`src/rtl/cyclic_decoder_seq_pkg.sv`:
```
// cyclic_code_pkg: FSM state type and GF(2) polynomial helper shared by the cyclic decoder
package cyclic_code_pkg;
  localparam int MAXR = 32;
  typedef enum logic [1:0] {IDLE, CALC, TRAP, DONE} cdec_state_t;
  // (p * x) mod g for a degree-r generator; g carries only the low r coefficients
  function automatic logic [MAXR-1:0] gf2_mulx_mod(input logic [MAXR-1:0] p, input logic [MAXR-1:0] g, input int r);
    logic [MAXR-1:0] m;
    m = (MAXR'(1) << r) - MAXR'(1);
    return ((p << 1) ^ (p[$clog2(MAXR)'(r - 1)] ? g : '0)) & m;
  endfunction
endpackage

```
`src/rtl/cyclic_decoder_seq_if.sv`:
```
// cyclic_decoder_seq_if: codeword-in / result-out valid-ready bundle of the cyclic decoder
interface cyclic_decoder_seq_if #(parameter int N = 15, parameter int K = 7);
  localparam int R = N - K;
  logic         i_Valid;
  logic         o_Ready;
  logic [N-1:0] i_CodeWord;
  logic         o_Valid;
  logic         i_Ready;
  logic [K-1:0] o_DecodWord;
  logic [R-1:0] o_Syndrome;
  logic         o_ErrorC;
  logic         o_ErrorD;
  modport slave (input i_Valid, i_CodeWord, i_Ready, output o_Ready, o_Valid, o_DecodWord, o_Syndrome, o_ErrorC, o_ErrorD);
  modport master (output i_Valid, i_CodeWord, i_Ready, input o_Ready, o_Valid, o_DecodWord, o_Syndrome, o_ErrorC, o_ErrorD);
endinterface

```
`src/rtl/cyclic_decoder_seq_lfsr.sv`:
```
// cyclic_syndrome_lfsr: bit-serial remainder of the incoming bit stream modulo GEN_POLY
module cyclic_syndrome_lfsr
  import cyclic_code_pkg::*;
#(
  parameter int         R        = 8,
  parameter logic [R:0] GEN_POLY = 9'b111010001
) (
  input  logic         clk,
  input  logic         rst,
  input  logic         clear,
  input  logic         shift_en,
  input  logic         bit_in,
  output logic [R-1:0] syn,
  output logic [R-1:0] syn_nxt
);
  logic [R-1:0] syn_q, syn_d;
  always_comb begin
    syn_d = clear ? '0 : shift_en ? R'(gf2_mulx_mod(MAXR'(syn_q), MAXR'(GEN_POLY[R-1:0]), R)) ^ R'(bit_in) : syn_q;
  end
  always_ff @(posedge clk) begin
    syn_q <= rst ? '0 : syn_d;
  end
  assign syn     = syn_q;
  assign syn_nxt = syn_d;
endmodule

```
`src/rtl/cyclic_decoder_seq.sv`:
```
// cyclic_decoder_seq: sequential (N,K) cyclic decoder with serial syndrome and single-bit error trapping
module cyclic_decoder_seq
  import cyclic_code_pkg::*;
#(
  parameter int           N        = 15,
  parameter int           K        = 7,
  parameter logic [N-K:0] GEN_POLY = 9'b111010001
) (
  input logic            i_Clk,
  input logic            i_Rst,
  cyclic_decoder_seq_if.slave bus
);
  localparam int R = N - K;
  localparam int CW = $clog2(N);
  localparam logic [CW-1:0] LAST = CW'(N - 1);
  if (N <= K || K < 1 || R < 2 || R > MAXR || !GEN_POLY[R] || !GEN_POLY[0]) begin : g_bad_param
    $error("cyclic_decoder_seq: illegal N/K/GEN_POLY combination");
  end
  cdec_state_t   state_q, state_d;
  logic [N-1:0]  buf_q, buf_d;
  logic [CW-1:0] cnt_q, cnt_d;
  logic [R-1:0]  p_q, p_d, syn_q, syn_d, lfsr_syn, lfsr_nxt;
  logic [K-1:0]  decod_q, decod_d;
  logic          valid_q, valid_d, errc_q, errc_d, errd_q, errd_d;
  cyclic_syndrome_lfsr #(.R(R), .GEN_POLY(GEN_POLY)) u_lfsr (
    .clk     (i_Clk),
    .rst     (i_Rst),
    .clear   (state_q == IDLE && bus.i_Valid),
    .shift_en(state_q == CALC),
    .bit_in  (buf_q[LAST - cnt_q]),
    .syn     (lfsr_syn),
    .syn_nxt (lfsr_nxt)
  );
  always_comb begin
    state_d = state_q;
    buf_d   = buf_q;
    cnt_d   = cnt_q;
    p_d     = p_q;
    syn_d   = syn_q;
    valid_d = valid_q;
    errc_d  = errc_q;
    errd_d  = errd_q;
    case (state_q)
      IDLE: if (bus.i_Valid) begin
        buf_d   = bus.i_CodeWord;
        cnt_d   = '0;
        state_d = CALC;
      end
      CALC: begin
        cnt_d = cnt_q + 1'b1;
        if (cnt_q == LAST) begin
          syn_d   = lfsr_nxt;
          cnt_d   = '0;
          p_d     = R'(1);
          errc_d  = 1'b0;
          errd_d  = 1'b0;
          valid_d = lfsr_nxt == '0;
          state_d = lfsr_nxt == '0 ? DONE : TRAP;
        end
      end
      // p tracks x^cnt mod g; the first position whose syndrome matches is the flipped bit
      TRAP: if (p_q == lfsr_syn) begin
        buf_d[cnt_q] = ~buf_q[cnt_q];
        errc_d  = 1'b1;
        valid_d = 1'b1;
        state_d = DONE;
      end else if (cnt_q == LAST) begin
        errd_d  = 1'b1;
        valid_d = 1'b1;
        state_d = DONE;
      end else begin
        p_d   = R'(gf2_mulx_mod(MAXR'(p_q), MAXR'(GEN_POLY[R-1:0]), R));
        cnt_d = cnt_q + 1'b1;
      end
      DONE: if (bus.i_Ready) begin
        valid_d = 1'b0;
        state_d = IDLE;
      end
      default: state_d = IDLE;
    endcase
    decod_d = (state_d == DONE && state_q != DONE) ? buf_d[N-1:R] : decod_q;
  end
  always_ff @(posedge i_Clk) begin
    if (i_Rst) begin
      state_q <= IDLE;
      buf_q   <= '0;
      cnt_q   <= '0;
      p_q     <= '0;
      syn_q   <= '0;
      decod_q <= '0;
      valid_q <= 1'b0;
      errc_q  <= 1'b0;
      errd_q  <= 1'b0;
    end else begin
      state_q <= state_d;
      buf_q   <= buf_d;
      cnt_q   <= cnt_d;
      p_q     <= p_d;
      syn_q   <= syn_d;
      decod_q <= decod_d;
      valid_q <= valid_d;
      errc_q  <= errc_d;
      errd_q  <= errd_d;
    end
  end
  assign bus.o_Ready     = state_q == IDLE && !i_Rst;
  assign bus.o_Valid     = valid_q;
  assign bus.o_DecodWord = decod_q;
  assign bus.o_Syndrome  = syn_q;
  assign bus.o_ErrorC    = errc_q;
  assign bus.o_ErrorD    = errd_q;
endmodule

```
`src/flat_wrapper.sv`:
```
// flat-port wrapper written by rule: the top's interface ports become plain ports
module cyclic_decoder_seq_flat import cyclic_code_pkg::*;
#(
  parameter int           N        = 15,
  parameter int           K        = 7,
  parameter logic [N-K:0] GEN_POLY = 9'b111010001
)
  (i_Clk, i_Rst, bus_i_Valid, bus_i_CodeWord, bus_i_Ready, bus_o_Ready, bus_o_Valid, bus_o_DecodWord, bus_o_Syndrome, bus_o_ErrorC, bus_o_ErrorD);
  cyclic_decoder_seq_if #(.N(N), .K(K)) bus_i ();
  input logic i_Clk;
  input logic i_Rst;
  input wire logic [$bits(bus_i.i_Valid)-1:0] bus_i_Valid;
  input wire logic [$bits(bus_i.i_CodeWord)-1:0] bus_i_CodeWord;
  input wire logic [$bits(bus_i.i_Ready)-1:0] bus_i_Ready;
  output wire logic [$bits(bus_i.o_Ready)-1:0] bus_o_Ready;
  output wire logic [$bits(bus_i.o_Valid)-1:0] bus_o_Valid;
  output wire logic [$bits(bus_i.o_DecodWord)-1:0] bus_o_DecodWord;
  output wire logic [$bits(bus_i.o_Syndrome)-1:0] bus_o_Syndrome;
  output wire logic [$bits(bus_i.o_ErrorC)-1:0] bus_o_ErrorC;
  output wire logic [$bits(bus_i.o_ErrorD)-1:0] bus_o_ErrorD;
  assign bus_i.i_Valid = bus_i_Valid;
  assign bus_i.i_CodeWord = bus_i_CodeWord;
  assign bus_i.i_Ready = bus_i_Ready;
  assign bus_o_Ready = bus_i.o_Ready;
  assign bus_o_Valid = bus_i.o_Valid;
  assign bus_o_DecodWord = bus_i.o_DecodWord;
  assign bus_o_Syndrome = bus_i.o_Syndrome;
  assign bus_o_ErrorC = bus_i.o_ErrorC;
  assign bus_o_ErrorD = bus_i.o_ErrorD;
  cyclic_decoder_seq #(.N(N), .K(K), .GEN_POLY(GEN_POLY)) u_core (.i_Clk(i_Clk), .i_Rst(i_Rst), .bus(bus_i));
endmodule
```
`config.mk`:
```
export PLATFORM = sky130hd
export DESIGN_NAME = cyclic_decoder_seq_flat
export DESIGN_NICKNAME = d
export VERILOG_FILES = /design/src/rtl/cyclic_decoder_seq_pkg.sv /design/src/rtl/cyclic_decoder_seq_if.sv /design/src/rtl/cyclic_decoder_seq_lfsr.sv /design/src/rtl/cyclic_decoder_seq.sv /design/src/flat_wrapper.sv
export SDC_FILE = /design/constraint.sdc
export NUM_CORES = 1
export LEC_CHECK = 0
export ABC_AREA = 1
export ABC_CLOCK_PERIOD_IN_PS = 3300
export CORE_AREA = 2 2 85 87
export CTS_BUF_LIST = sky130_fd_sc_hd__clkbuf_4 sky130_fd_sc_hd__clkbuf_8 sky130_fd_sc_hd__clkbuf_16
export CTS_CLUSTER_SIZE = 14
export DETAILED_ROUTE_END_ITERATION = 8
export DIE_AREA = 0 0 87 89
export PLACE_DENSITY = 0.68
export SETUP_SLACK_MARGIN = 0.1
export SLEW_MARGIN = 15
export SYNTH_ARGS = -nofsm -noshare
export SYNTH_HDL_FRONTEND = slang
export SYNTH_SLANG_ARGS = --single-unit
```
`constraint.sdc`:
```
create_clock -name i_Clk -period 3.3 [get_ports i_Clk]
set_input_delay 0.33 -clock i_Clk [delete_from_list [all_inputs] [get_ports i_Clk]]
set_output_delay 0.33 -clock i_Clk [all_outputs]
set_load 0.1 [all_outputs]
```
## Word-level counts from Yosys, hierarchy flattened

Cells that the tools add are included.
W data, S select, Z words.

| operators by class | value |
|---|---|
| add/subtract/negate cells | 2 |
| magnitude comparators | 3 |
| equality and inequality tests | 15 |
| muxes and demuxes | 40 |
| bitwise logic cells | 4 |
| reductions and logical operators | 18 |

Operators with widths:

| cell | count |
|---|---|
| $mux W8 | 7 |
| $mux W15 | 2 |
| $pmux W15 S2 | 1 |
| $mux W4 | 4 |
| $pmux W8 S2 | 1 |
| $reduce_and A4 Y1 | 4 |
| $xor A8 B8 Y8 | 2 |
| $bwmux W15 | 1 |
| $pmux W4 S3 | 1 |
| $mux W1 | 11 |
| $lt A4 B5 Y1 const B | 2 |
| $mux W2 | 5 |
| $ne A2 B2 Y1 const B | 5 |
| $bmux W1 S4 | 2 |
| $eq A8 B8 Y1 | 1 |
| $logic_not A8 Y1 | 1 |
| $pmux W2 S4 | 1 |
| $xor A8 B1 Y8 | 1 |
| $eq A2 B2 Y1 const B | 3 |
| $ne A2 B1 Y1 const B | 3 |
| $reduce_and A3 Y1 | 2 |
| $reduce_bool A3 Y1 | 2 |
| $add A4 B1 Y4 const B | 1 |
| $demux W1 S4 | 1 |
| 13 further kinds | 18 |

| storage, ports and cells | value |
|---|---|
| register bits after elaboration | 55 |
| output and inout port bits | 19 |

## Depth between registers and ports, before layout

Gate-level depths: netlist of the first run.

| depth | value |
|---|---|
| depth in word-level cells | 12 |
| gate-level depth with buffers | 19 |
| mapped depth without buffers | 17 |

## Hierarchy

From an unflattened synthesis of the first run, not the netlist that was laid out.

| second synthesis, totals | value |
|---|---|
| cells, all modules | 555 |
| area total of the unflattened synthesis | 3434.5 um^2 |

Modules (own cells, without submodules):

| module | times used | cells an instance | area each (um^2) | sequential area each (um^2) |
|---|---|---|---|---|
| cyclic_decoder_seq | 1 | 493 | 3035.4 | 940.9 |
| cyclic_syndrome_lfsr | 1 | 62 | 399.1 | 160.2 |

## Worst setup path before layout of the first run

No wires, ideal clock.

| path | value |
|---|---|
| path kind | register -> output |
| from | register u_core.state_q[1] |
| to | output port bus_o_Ready |
| arrival | 1.989 ns |
| required time | 2.970 ns |
| path slack | 0.981 ns |
| stages on the path, launching flop included | 5 |
| path buffers | 0 |
| cell sequence | dfxtp_1 > inv_1 > ha_1 > inv_1 > nor2_1 |

| between the ends | value |
|---|---|
| cells in the longest elaborated chain, start to end | 2 |

Ends and longest elaborated chain:

| what | RTL line | RTL |
|---|---|---|
| start, declared | cyclic_decoder_seq.sv:19 | `cdec_state_t state_q, state_d;` |
| start signal, assigned | cyclic_decoder_seq.sv:95 | `state_q <= state_d;` |
| $logic_not A2 Y1 | cyclic_decoder_seq.sv:106 | `assign bus.o_Ready = state_q == IDLE && !i_Rst;` |
| $logic_and A1 B1 Y1 | cyclic_decoder_seq.sv:106 |  |
| end, declared | flat_wrapper.sv:15 | `output wire logic [$bits(bus_i.o_Ready)-1:0] bus_o_Ready;` |

No other way between the ends.

## Worst setup path after layout of the first run

| path | value |
|---|---|
| from | register u_core.state_q[0] |
| to | register u_core.buf_q[0] |

| between the ends | value |
|---|---|
| cells in the longest elaborated chain, start to end | 3 |

Ends and longest elaborated chain:

| what | RTL line | RTL |
|---|---|---|
| $eq A2 B2 Y1 or $logic_not A2 Y1 (tied branches) | cyclic_decoder_seq.sv:43 | `case (state_q)` |
| $ne A2 B1 Y1 (no line) (tied with other cells) | n/a |  |
| $reduce_and A3 Y1 (no line) | n/a |  |
| end signal, assigned | cyclic_decoder_seq.sv:96 | `buf_q <= buf_d;` |
| end, declared | cyclic_decoder_seq.sv:20 | `logic [N-1:0] buf_q, buf_d;` |

Parallel ways exist; a longest one is shown, timed or not.
A chain may end at the register's enable or synchronous reset.

==> results of run 1 <==
## how the worst max path moves through the flow
stage,cells after the start,end,slack [ns]
2_1_floorplan,4,bus_o_Ready,0.98
3_3_place_gp,12,u_core.bus.o_DecodWord[4],0.69
3_5_place_dp,13,u_core.bus.o_DecodWord[4],0.69
4_1_cts,8,u_core.buf_q[0],0.67
5_1_grt,8,u_core.buf_q[2],0.41
6_report,8,u_core.buf_q[0],0.69
## registers in the layout, indices dropped and copies added (netlist names)
register                flops
u_core.buf_q               15
u_core.bus.o_ErrorD         1
u_core.cnt_q                4
u_core.u_lfsr.syn           8
u_core.bus.o_DecodWord      7
u_core.p_q                  8
u_core.bus.o_Syndrome       8
u_core.bus.o_Valid          1
u_core.bus.o_ErrorC         1
u_core.state_q              2
## stage by stage
stage                     std cells  worst slack (ns)  utilization, %
after floorplan                 500            0.9808               -
after global placement          604            0.6929           55.46
final                           612            0.6888           56.89
after CTS                       612            0.6689           56.89
after global routing            612            0.4076           56.89
after detailed placement        604            0.6934           55.46
## layout by cell type, fill, tap and decap left out, types with 8 or more instances in the layout
master                            netlist  final
sky130_fd_sc_hd__nand2_2                9      9
sky130_fd_sc_hd__ha_1                   8      8
sky130_fd_sc_hd__nor2_1                71     71
sky130_fd_sc_hd__nand2_1               98     98
sky130_fd_sc_hd__nand3_1               30     30
sky130_fd_sc_hd__dfxtp_1               55     55
sky130_fd_sc_hd__o21ai_0               34     34
sky130_fd_sc_hd__o211ai_1               8      8
sky130_fd_sc_hd__a21oi_1               41     41
sky130_fd_sc_hd__clkdlybuf4s50_1        0     36
sky130_fd_sc_hd__inv_1                 60     60
## routing by layer
| metal | vias to the layer above | GRT usage [%] |
|---|---|---|
| li1 | 1694 | - |
| met1 | 1521 | 27.71 |
| met2 | 61 | 41.78 |
| met3 | 12 | 3.601 |
| met4 | 0 | 7.386 |
| met5 | - | 0 |
## cell families (layout without fill, tap and decap cells)
logic type | after synthesis | after routing
adder cells (fa/ha/maj) | 8 | 8
buffers and inverters | 85 | 117
AND/OR/NAND/NOR | 232 | 232
AO/OA/AOI/OAI | 113 | 113
XOR/XNOR | 7 | 7
flip-flops | 55 | 55
## worst max-delay path: cells and delay by family, from the launching register on
kind            cells  cell delay (ns)
fa+ha+maj           1             0.58
compound gates      2             0.27
buf+inv             2             0.37
flops               1             0.36
simple gates        3             0.96
## power by group through the flow
stage                     Sequential, mW  Combinational, mW  Clock [mW]
after CTS                           1.01               2.63       0.421
after global placement              1.02               2.60           0
after detailed placement            1.02               2.62           0
after floorplan                     1.37               1.77           0
after global routing                1.03               2.90       0.444
final                               1.01               2.64       0.408
## final cells by class
cell class	instances	area share [%]
Inverter	69	6.841
Multi-Input combinational cell	360	49.00
Sequential cell	55	28.81
Timing Repair Buffer	40	10.21
Tap cell	80	2.619
Clock inverter	3	0.7201
Clock buffer	5	1.800
==> flow_summary.ini, run 1 <==
[clocking]
ctsRootBufferMaster = sky130_fd_sc_hd__clkbuf_8
worst_path_clk_slew_ns = 0.12
cts.sink_count = 55
ctsHtreeMaxLevel = 2
cts_hold_repair.buffers = 0
cts_setup_buffers = 0
insertion_delay_ns = 0.32
clock_tree_from_tritoncts = yes
ctsLongestPathBuffers = 2
cts_repair_resize_count = 0
cts_made_buffers = 5

[sta]
worstMarginPinSlew_ns = 1.017
finalCriticalPeriod_ns = 2.611
rsz0062_at_grt = false
slew-limit-headroom_pct = 32.10
fin_setup_tns_ns = 0
max_clock_freq_mhz = 383.0
fin_worst_hold_slack_ns = 0.4719
fin_worst_skew_ns = 0.01334
timing.final.hold_violations = 0
setup_viol = 0
fin_max_slew_vios = 0
final_min_period_over_clock_period_pct = 79.13

[detailed_routing]
met2WireLength_um = 4253
postRouteWirelength_um = 8526
antenna_violating_nets_left = 0
detail_route.wl_per_cell_um = 13.93
routed-via-count = 3288
viasPerCell = 5.373
met3RoutedLength_um = 251
detail_route.iter0.violations = 185
remaining_drc_errors = 0
wl_met1_um = 3898
drt_first_pass_iters = 4
top_signal_layer_used = met4

[worst_setup_path]
crit_path_cell_trace = inv_1 > ha_1 > nor2_1 > nor2_1 > nand2_2 > inv_1 > o21ai_0 > a21oi_1
critical_path.startpoint_type = flop
timing.critical_path.required_ns = 3.55
critical_path.max_stage_delay_ns = 0.58
endpoint_kind = flop
critPathMaxFanout = 14
number_of_cell_instances_on_the_worst_register_to_register_path = 8
setup.worst_path.start = u_core.state_q[0]
crit_type = reg2reg
r2r-start = u_core.state_q[0]
arrival_time_at_the_worst_endpoint_ns = 2.86
critical_path.reg2reg.endpoint = u_core.buf_q[0]
slowest_stage = sky130_fd_sc_hd__ha_1
reg2reg_setup_slack_ns = 0.69

[power_and_ir_drop]
cell_leakage_power_nw = 1.643
report.power.total_mw = 4.056
internal-power_mw = 1.774
p_comb_share_pct = 65.0
power_density_nw_per_um2 = 1061
power_frac_seq_pct = 24.9
power.net_switching_mw = 2.282
clock_power_share_pct = 10.1
power.share.switching_pct = 56.26
vdd_ir_drop_max_v = 0.0004427

[synthesis]
synth_nets = 527
ys_dominant_reg_cell = sky130_fd_sc_hd__dfxtp_1
main_combinational_cell_family_by_area_after_synthesis = simple AND/OR/NAND/NOR gates
yosys.area_share.xor_xnor_pct = 1.830
synth_common_cells = sky130_fd_sc_hd__nand2_1 (98), sky130_fd_sc_hd__nor2_1 (71), sky130_fd_sc_hd__inv_1 (60), sky130_fd_sc_hd__dfxtp_1 (55), sky130_fd_sc_hd__a21oi_1 (41)
cell_count_after_synthesis = 500
synth-simple-area-share_pct = 31.59
number_of_distinct_library_cells_after_synthesis = 42
synth_enable_flop_cells = 0
synth.yosys.seq_area_share_pct = 32.86
synth.top_cells.by_area = sky130_fd_sc_hd__dfxtp_1 (33%), sky130_fd_sc_hd__nand2_1 (11%), sky130_fd_sc_hd__nor2_1 (8.0%), sky130_fd_sc_hd__inv_1 (6.7%), sky130_fd_sc_hd__a21oi_1 (6.1%)
synth-async-reset-ratio_pct = 0
synthesized_area_per_cell_um2 = 6.701
synth_seq_cells = 55
yosysTopAreaCell = sky130_fd_sc_hd__dfxtp_1
synth.area.mux_share_pct = 0
synth_top_area_share_pct = 32.86
post_synth_fa_ha_maj_area_fraction_pct = 2.987
most_frequent_cell_after_synthesis = sky130_fd_sc_hd__nand2_1
synth_compound_gate_area_share_pct = 19.49
yosys_warnings = 0
synth_area_um2 = 3351

[finish]
stdcell_area_um2 = 3822
register_area_um2 = 1101
syn_to_final_growth_pct = 14.08
layout-drive-gt1-share_pct = 9.398
multi_input_area_um2 = 1873
antenna_cells = 0
finalNetCount = 558
layout.filler_cells = 700

[floorplanning]
io-pin-count = 38
coreArea_um2 = 6719
die_w_um = 87
standard_cell_row_count = 30
initial_core_util_pct = 49.87
die_h_um = 89
fp.dieArea_um2 = 7743

[global_routing]
grt_pass1_vias = 3063
grt_max_degree = 34
grt_antenna_before_repair = 0
gr-usage-all-layers_pct = 22.96
wire_length_of_the_first_global_routing_pass_um = 14210
gr-total-overflow = 0

[outcome]
status = complete, no violations

[placed_design]
post-dp-hpwl_um = 6329
port_buffers = 37
gp_congestion = 0.9680
postPlaceCellArea_um2 = 3726

[hold_path]
hold-path-endpoint = u_core.bus.o_ErrorD
hold-path-cell-count = 2
min_path_type = reg2reg
hold_path.startpoint = u_core.bus.o_ErrorD

[flow_run]
max_cap_violations = 0
No activity file was read; power rests on OpenSTA's default activity.
==> run 2, diff against run 1 <==
--- a/config.mk
+++ b/config.mk
@@ -6,7 +6,7 @@
 export NUM_CORES = 1
 export LEC_CHECK = 0
 export ABC_AREA = 1
-export ABC_CLOCK_PERIOD_IN_PS = 3300
+export ABC_CLOCK_PERIOD_IN_PS = 2570
 export CORE_AREA = 2 2 85 87
 export CTS_BUF_LIST = sky130_fd_sc_hd__clkbuf_4 sky130_fd_sc_hd__clkbuf_8 sky130_fd_sc_hd__clkbuf_16
 export CTS_CLUSTER_SIZE = 14
==> constraint.sdc (replaced) <==
create_clock -name i_Clk -period 2.57 [get_ports i_Clk]
set_input_delay 0.257 -clock i_Clk [delete_from_list [all_inputs] [get_ports i_Clk]]
set_output_delay 0.257 -clock i_Clk [all_outputs]
set_load 0.1 [all_outputs]
==> run 2 against run 1 <==
Clock power increased by 29%. Sequential power increased by 29%. Critical path depth increased by 9. First-iteration DRC count decreased by 11%. Worst hold slack improved by 0.0056 ns. Die area unchanged. Utilization increased by 0.65 points. Clock-buffer cell count increased by 1. Worst setup slack got worse by 0.33 ns. Flip-flop and latch count unchanged. Largest power group unchanged. Highest routed layer unchanged.
==> flow_summary.ini, run 2 (synthesized netlist as in run 1, its figures left out) <==
[worst_setup_path]
critical_path.max_stage_delay_ns = 0.39
critical_path.startpoint_type = flop
critPathMaxFanout = 10
timing.critical_path.required_ns = 2.80
timing.critical_path.max_delay_family = simple AND/OR/NAND/NOR gates
slowest_stage = sky130_fd_sc_hd__dfxtp_1
crit_path_cell_trace = buf_4 > ha_2 > inv_1 > nand2_1 > nand2_1 > inv_1 > nand2_1 > nand3_2 > nand2_1 > nand2_1 > nand3_2 > nand2_2 > nand3_2 > nand2_4 > nand3_4 > nor2_1 > nor2_2
cp_num_buf_inv = 3
arrival_time_at_the_worst_endpoint_ns = 2.44
endpoint_kind = flop
crit_path_frequent_cell = sky130_fd_sc_hd__nand2_1
crit_type = reg2reg

[sta]
finalCriticalPeriod_ns = 2.212
fin_worst_skew_ns = 0.004437
max_clock_freq_mhz = 452.0
fin_max_slew_vios = 0
fin_worst_hold_slack_ns = 0.4775
rsz0062_at_grt = true
slew-limit-headroom_pct = 64.91
setup_viol = 0
timing.final.hold_violations = 0
final_min_period_over_clock_period_pct = 86.09
worstMarginPinSlew_ns = 0.5248
fin_setup_tns_ns = 0

[finish]
most_common_cell_after_layout_fill_and_taps_aside = sky130_fd_sc_hd__nand2_1
syn_to_final_growth_pct = 15.38
max_flop_register = u_core.buf_q
finalNetCount = 565
layout.filler_cells = 642
largest_register_ff_count = 15
most_frequent_cells_in_the_layout = sky130_fd_sc_hd__nand2_1 (98), sky130_fd_sc_hd__nor2_1 (70), sky130_fd_sc_hd__inv_1 (59), sky130_fd_sc_hd__dfxtp_1 (54), sky130_fd_sc_hd__a21oi_1 (41)
layout-drive-gt1-share_pct = 14.84
antenna_cells = 0

[floorplanning]
coreArea_um2 = 6719
io-pin-count = 38
standard_cell_row_count = 30
initial_core_util_pct = 49.87
fp.dieArea_um2 = 7743
die_w_um = 87
die_h_um = 89

[clocking]
cts_repair_resize_count = 0
cts.sink_count = 55
worst_path_clk_slew_ns = 0.10
ctsHtreeMaxLevel = 2
ctsRootBufferMaster = sky130_fd_sc_hd__clkbuf_8
cts_setup_buffers = 0
clock_tree_from_tritoncts = yes
ctsLongestPathBuffers = 2
cts_made_buffers = 5
insertion_delay_ns = 0.32
cts_hold_repair.buffers = 0

[detailed_routing]
remaining_drc_errors = 0
wl_met1_um = 3875
antenna_violating_nets_left = 0
met2WireLength_um = 4295
detail_route.iter0.violations = 165
routed-via-count = 3232
top_signal_layer_used = met4
detail_route.wl_per_cell_um = 13.76
met3RoutedLength_um = 238
postRouteWirelength_um = 8520
drt_first_pass_iters = 4
viasPerCell = 5.221

[placed_design]
port_buffers = 37
post-dp-hpwl_um = 6541
gp_congestion = 0.9471

[global_routing]
grt_antenna_before_repair = 0
gr-total-overflow = 0
grt_max_degree = 24
wire_length_of_the_first_global_routing_pass_um = 14240
gr-usage-all-layers_pct = 23.06
grt_pass1_vias = 3028

[power_and_ir_drop]
vdd_ir_drop_max_v = 0.0007105
cell_leakage_power_nw = 1.728
power_density_nw_per_um2 = 1364
report.power.total_mw = 5.275

[outcome]
status = complete, no violations

[flow_run]
max_cap_violations = 0

[hold_path]
min_path_type = reg2reg
run 2: path summary, 6_finish.rpt:
kind                             from                   endpoint  slack [ns]  cells after the start
setup / recovery      u_core.cnt_q[0]  u_core.bus.o_DecodWord[4]        0.36                     17
hold / removal    u_core.bus.o_ErrorD        u_core.bus.o_ErrorD        0.48                      2
setup reg to reg      u_core.cnt_q[0]  u_core.bus.o_DecodWord[4]        0.36                     17
hold reg to reg   u_core.bus.o_ErrorD        u_core.bus.o_ErrorD        0.48                      2
run 2: cell type report:
type	count	area, µm²	share of cell area (%)
clock buffers	6	82.58	2.136
well taps	80	100.1	2.589
multi-input cells	360	1881	48.64
inverters	69	264.0	6.828
flip-flops and latches	55	1102	28.51
clock inverters	2	13.76	0.3560
repair buffers	47	422.9	10.94
run 2: power breakdown:
part	switching, mW	leakage (nW)	internal, mW
sequential	0.207	0.449	1.10
clock	0.305	0.0516	0.221
combinational	2.41	1.23	1.03
run 2: worst min-delay path, cell delays in order, from the launching register on:
cell                      delay [ns]
sky130_fd_sc_hd__dfxtp_1        0.32
sky130_fd_sc_hd__nand2_1        0.06
sky130_fd_sc_hd__a21oi_1        0.05
run 2: stage by stage:
stage,utilization (%),worst slack [ns],cell area (µm²),instances
3_3_place_gp,55.94,0.3370,3759,611
3_5_place_dp,55.94,0.2537,3759,611
5_1_grt,57.54,0.08322,3866,619
6_report,57.54,0.3575,3866,619
4_1_cts,57.37,0.2332,3855,619
2_1_floorplan,-,0.3238,3351,500
run 2: layer usage:
layer	vias to the layer above	track usage (%)
li1	1700	-
met1	1471	28.73
met2	52	41.78
met3	9	3.047
met4	0	6.250
met5	-	0
==> run 3, diff against run 2 <==
--- a/config.mk
+++ b/config.mk
@@ -6,13 +6,13 @@
 export NUM_CORES = 1
 export LEC_CHECK = 0
 export ABC_AREA = 1
-export ABC_CLOCK_PERIOD_IN_PS = 2570
+export ABC_CLOCK_PERIOD_IN_PS = 1850
 export CORE_AREA = 2 2 85 87
 export CTS_BUF_LIST = sky130_fd_sc_hd__clkbuf_4 sky130_fd_sc_hd__clkbuf_8 sky130_fd_sc_hd__clkbuf_16
 export CTS_CLUSTER_SIZE = 14
 export DETAILED_ROUTE_END_ITERATION = 8
 export DIE_AREA = 0 0 87 89
-export PLACE_DENSITY = 0.68
+export PLACE_DENSITY = 0.71
 export SETUP_SLACK_MARGIN = 0.1
 export SLEW_MARGIN = 15
 export SYNTH_ARGS = -nofsm -noshare
==> constraint.sdc (replaced) <==
create_clock -name i_Clk -period 1.85 [get_ports i_Clk]
set_input_delay 0.185 -clock i_Clk [delete_from_list [all_inputs] [get_ports i_Clk]]
set_output_delay 0.185 -clock i_Clk [all_outputs]
set_load 0.1 [all_outputs]
==> run 3 against run 2 <==
Flip-flop and latch count did not move. Fmax grew 8.6%. Final area increased by 28%. Global-route usage grew 2.1 points. Highest routed layer unchanged. Die area unchanged. Largest cell class unchanged. Worst hold slack got worse by 0.010 ns. Critical path type unchanged. Sequential power is 43% higher. First-iteration DRC count rose by 84%. The run now ends with negative setup slack left. Via count increased by 18%. Critical path depth decreased by 2.
==> flow_summary.ini, run 3 (synthesized netlist as in run 1, its figures left out) <==
[clocking]
cts_hold_repair.buffers = 0
insertion_delay_ns = 0.31
cts_made_buffers = 5
clock_tree_from_tritoncts = yes
ctsRootBufferMaster = sky130_fd_sc_hd__clkbuf_8
ctsHtreeMaxLevel = 2
ctsLongestPathBuffers = 2
worst_path_clk_slew_ns = 0.10
cts.sink_count = 55

[sta]
worstMarginPinSlew_ns = 0.3289
final_min_period_over_clock_period_pct = 110.1
fin_worst_skew_ns = 0.01269
rsz0062_at_grt = true
max_clock_freq_mhz = 491.0
fin_worst_hold_slack_ns = 0.4671
finalCriticalPeriod_ns = 2.037
layout_setup_ws_ns = -0.1868
fin_max_slew_vios = 0
timing.final.hold_violations = 0
setup_viol = 29
slew-limit-headroom_pct = 78.05

[finish]
layout.cells.non_filler = 704
max_flop_register = u_core.buf_q
layout-drive-gt1-share_pct = 37.66
antenna_cells = 0
syn_to_final_growth_pct = 47.20
layout.filler_cells = 499
finalNetCount = 652
stdcell_area_um2 = 4932
largest_register_ff_count = 15
most_common_cell_after_layout_fill_and_taps_aside = sky130_fd_sc_hd__buf_4
most_frequent_cells_in_the_layout = sky130_fd_sc_hd__buf_4 (99), sky130_fd_sc_hd__nand2_1 (92), sky130_fd_sc_hd__nor2_1 (62), sky130_fd_sc_hd__inv_1 (48), sky130_fd_sc_hd__dfxtp_1 (43)
finalCoreUtilization_pct = 73.41

[power_and_ir_drop]
p_comb_share_pct = 75.9
clock_power_share_pct = 6.1
power.share.switching_pct = 50.11
cell_leakage_power_nw = 2.203
power_density_nw_per_um2 = 2094
vdd_ir_drop_max_v = 0.001363
power.net_switching_mw = 5.176
power_frac_seq_pct = 18.0
internal-power_mw = 5.153

[placed_design]
place_inst = 672
post-dp-hpwl_um = 6927
gp_congestion = 1.018
post-place-ws_ns = -0.2709
port_buffers = 37
postPlaceCellArea_um2 = 4329

[global_routing]
grt_max_degree = 26
grt_antenna_before_repair = 0
wire_length_of_the_first_global_routing_pass_um = 15620
grt_pass1_vias = 3407
gr-usage-all-layers_pct = 25.11
gr-total-overflow = 0

[detailed_routing]
met3RoutedLength_um = 602
detail_route.wl_per_cell_um = 14.67
wl_met1_um = 4701
viasPerCell = 5.398
met2WireLength_um = 4840
top_signal_layer_used = met4
remaining_drc_errors = 0
antenna_violating_nets_left = 0
postRouteWirelength_um = 10330
routed-via-count = 3800
detail_route.iter0.violations = 304
drt_first_pass_iters = 5

[worst_setup_path]
arrival_time_at_the_worst_endpoint_ns = 2.25
crit_type = reg2reg
timing.critical_path.required_ns = 2.06
critical_path.startpoint_type = flop
critPathMaxFanout = 6
endpoint_kind = flop

[flow_run]
max_cap_violations = 0

[floorplanning]
die_w_um = 87
die_h_um = 89
fp.dieArea_um2 = 7743
initial_core_util_pct = 49.87
io-pin-count = 38
coreArea_um2 = 6719
standard_cell_row_count = 30

[outcome]
status = finished with violations
violations = negative setup slack

[hold_path]
min_path_type = reg2reg
==> run 3: per-stage QoR <==
step	power [mW]	TNS, ns
after global routing	10.99	-6.874
after CTS	9.148	-0.6687
after floorplan	5.738	-0.9205
after global placement	7.727	-0.9256
after detailed placement	7.809	-2.321
final	10.33	-2.674
==> run 3: worst paths after layout <==
kind | slack [ns] | start | cells after the start | to
setup / recovery | -0.19 | u_core.cnt_q[0] | 15 | u_core.bus.o_DecodWord[6]
setup reg to reg | -0.19 | u_core.cnt_q[0] | 15 | u_core.bus.o_DecodWord[6]
hold reg to reg | 0.47 | u_core.bus.o_ErrorD | 2 | u_core.bus.o_ErrorD
hold / removal | 0.47 | u_core.bus.o_ErrorD | 2 | u_core.bus.o_ErrorD
==> run 3: routing by layer <==
layer	track usage [%]	up-vias
li1	-	1878
met1	34.80	1768
met2	40.11	132
met3	4.063	22
met4	7.955	0
met5	0	-
==> run 3: timing repair <==
action | CTS | global route
buffers inserted | 15 | 12
gates cloned | 1 | 0
gates resized for setup | 47 | 54
pin swaps | 18 | 28
endpoints found under the setup margin | 33 | 40
==> run 3: worst max-delay path, stage by stage (launching register included) <==
cell and delay (ns):
sky130_fd_sc_hd__dfxtp_4 0.38, sky130_fd_sc_hd__inv_4 0.08, sky130_fd_sc_hd__buf_12 0.12, sky130_fd_sc_hd__ha_4 0.14
sky130_fd_sc_hd__inv_4 0.04, sky130_fd_sc_hd__nor2_4 0.12, sky130_fd_sc_hd__inv_4 0.06, sky130_fd_sc_hd__nor2_8 0.10
sky130_fd_sc_hd__inv_4 0.05, sky130_fd_sc_hd__a31oi_4 0.13, sky130_fd_sc_hd__o21ai_2 0.10, sky130_fd_sc_hd__nor2_4 0.22
sky130_fd_sc_hd__buf_6 0.13, sky130_fd_sc_hd__nand4_1 0.10, sky130_fd_sc_hd__nand2_1 0.11, sky130_fd_sc_hd__nor2_2 0.04
==> run 3: area by class of cell <==
cell class              count  area (µm²)  area share [%]
flip-flops and latches     55        1124           22.78
inverters                  69       291.5           5.911
clock buffers               5       68.82           1.395
repair buffers            133        1147           23.26
multi-input cells         361        2193           44.47
clock inverters             1       7.507          0.1522
well taps                  80       100.1           2.029
==> run 3: power by group through the flow <==
stage               Sequential [mW]  Clock [mW]  Combinational (mW)
floorplan                      2.46           0                3.28
global placement               1.80           0                5.92
detailed placement             1.81           0                6.00
CTS                            1.80       0.657                6.69
global route                   1.89       0.704                8.39
finish                         1.86       0.634                7.84
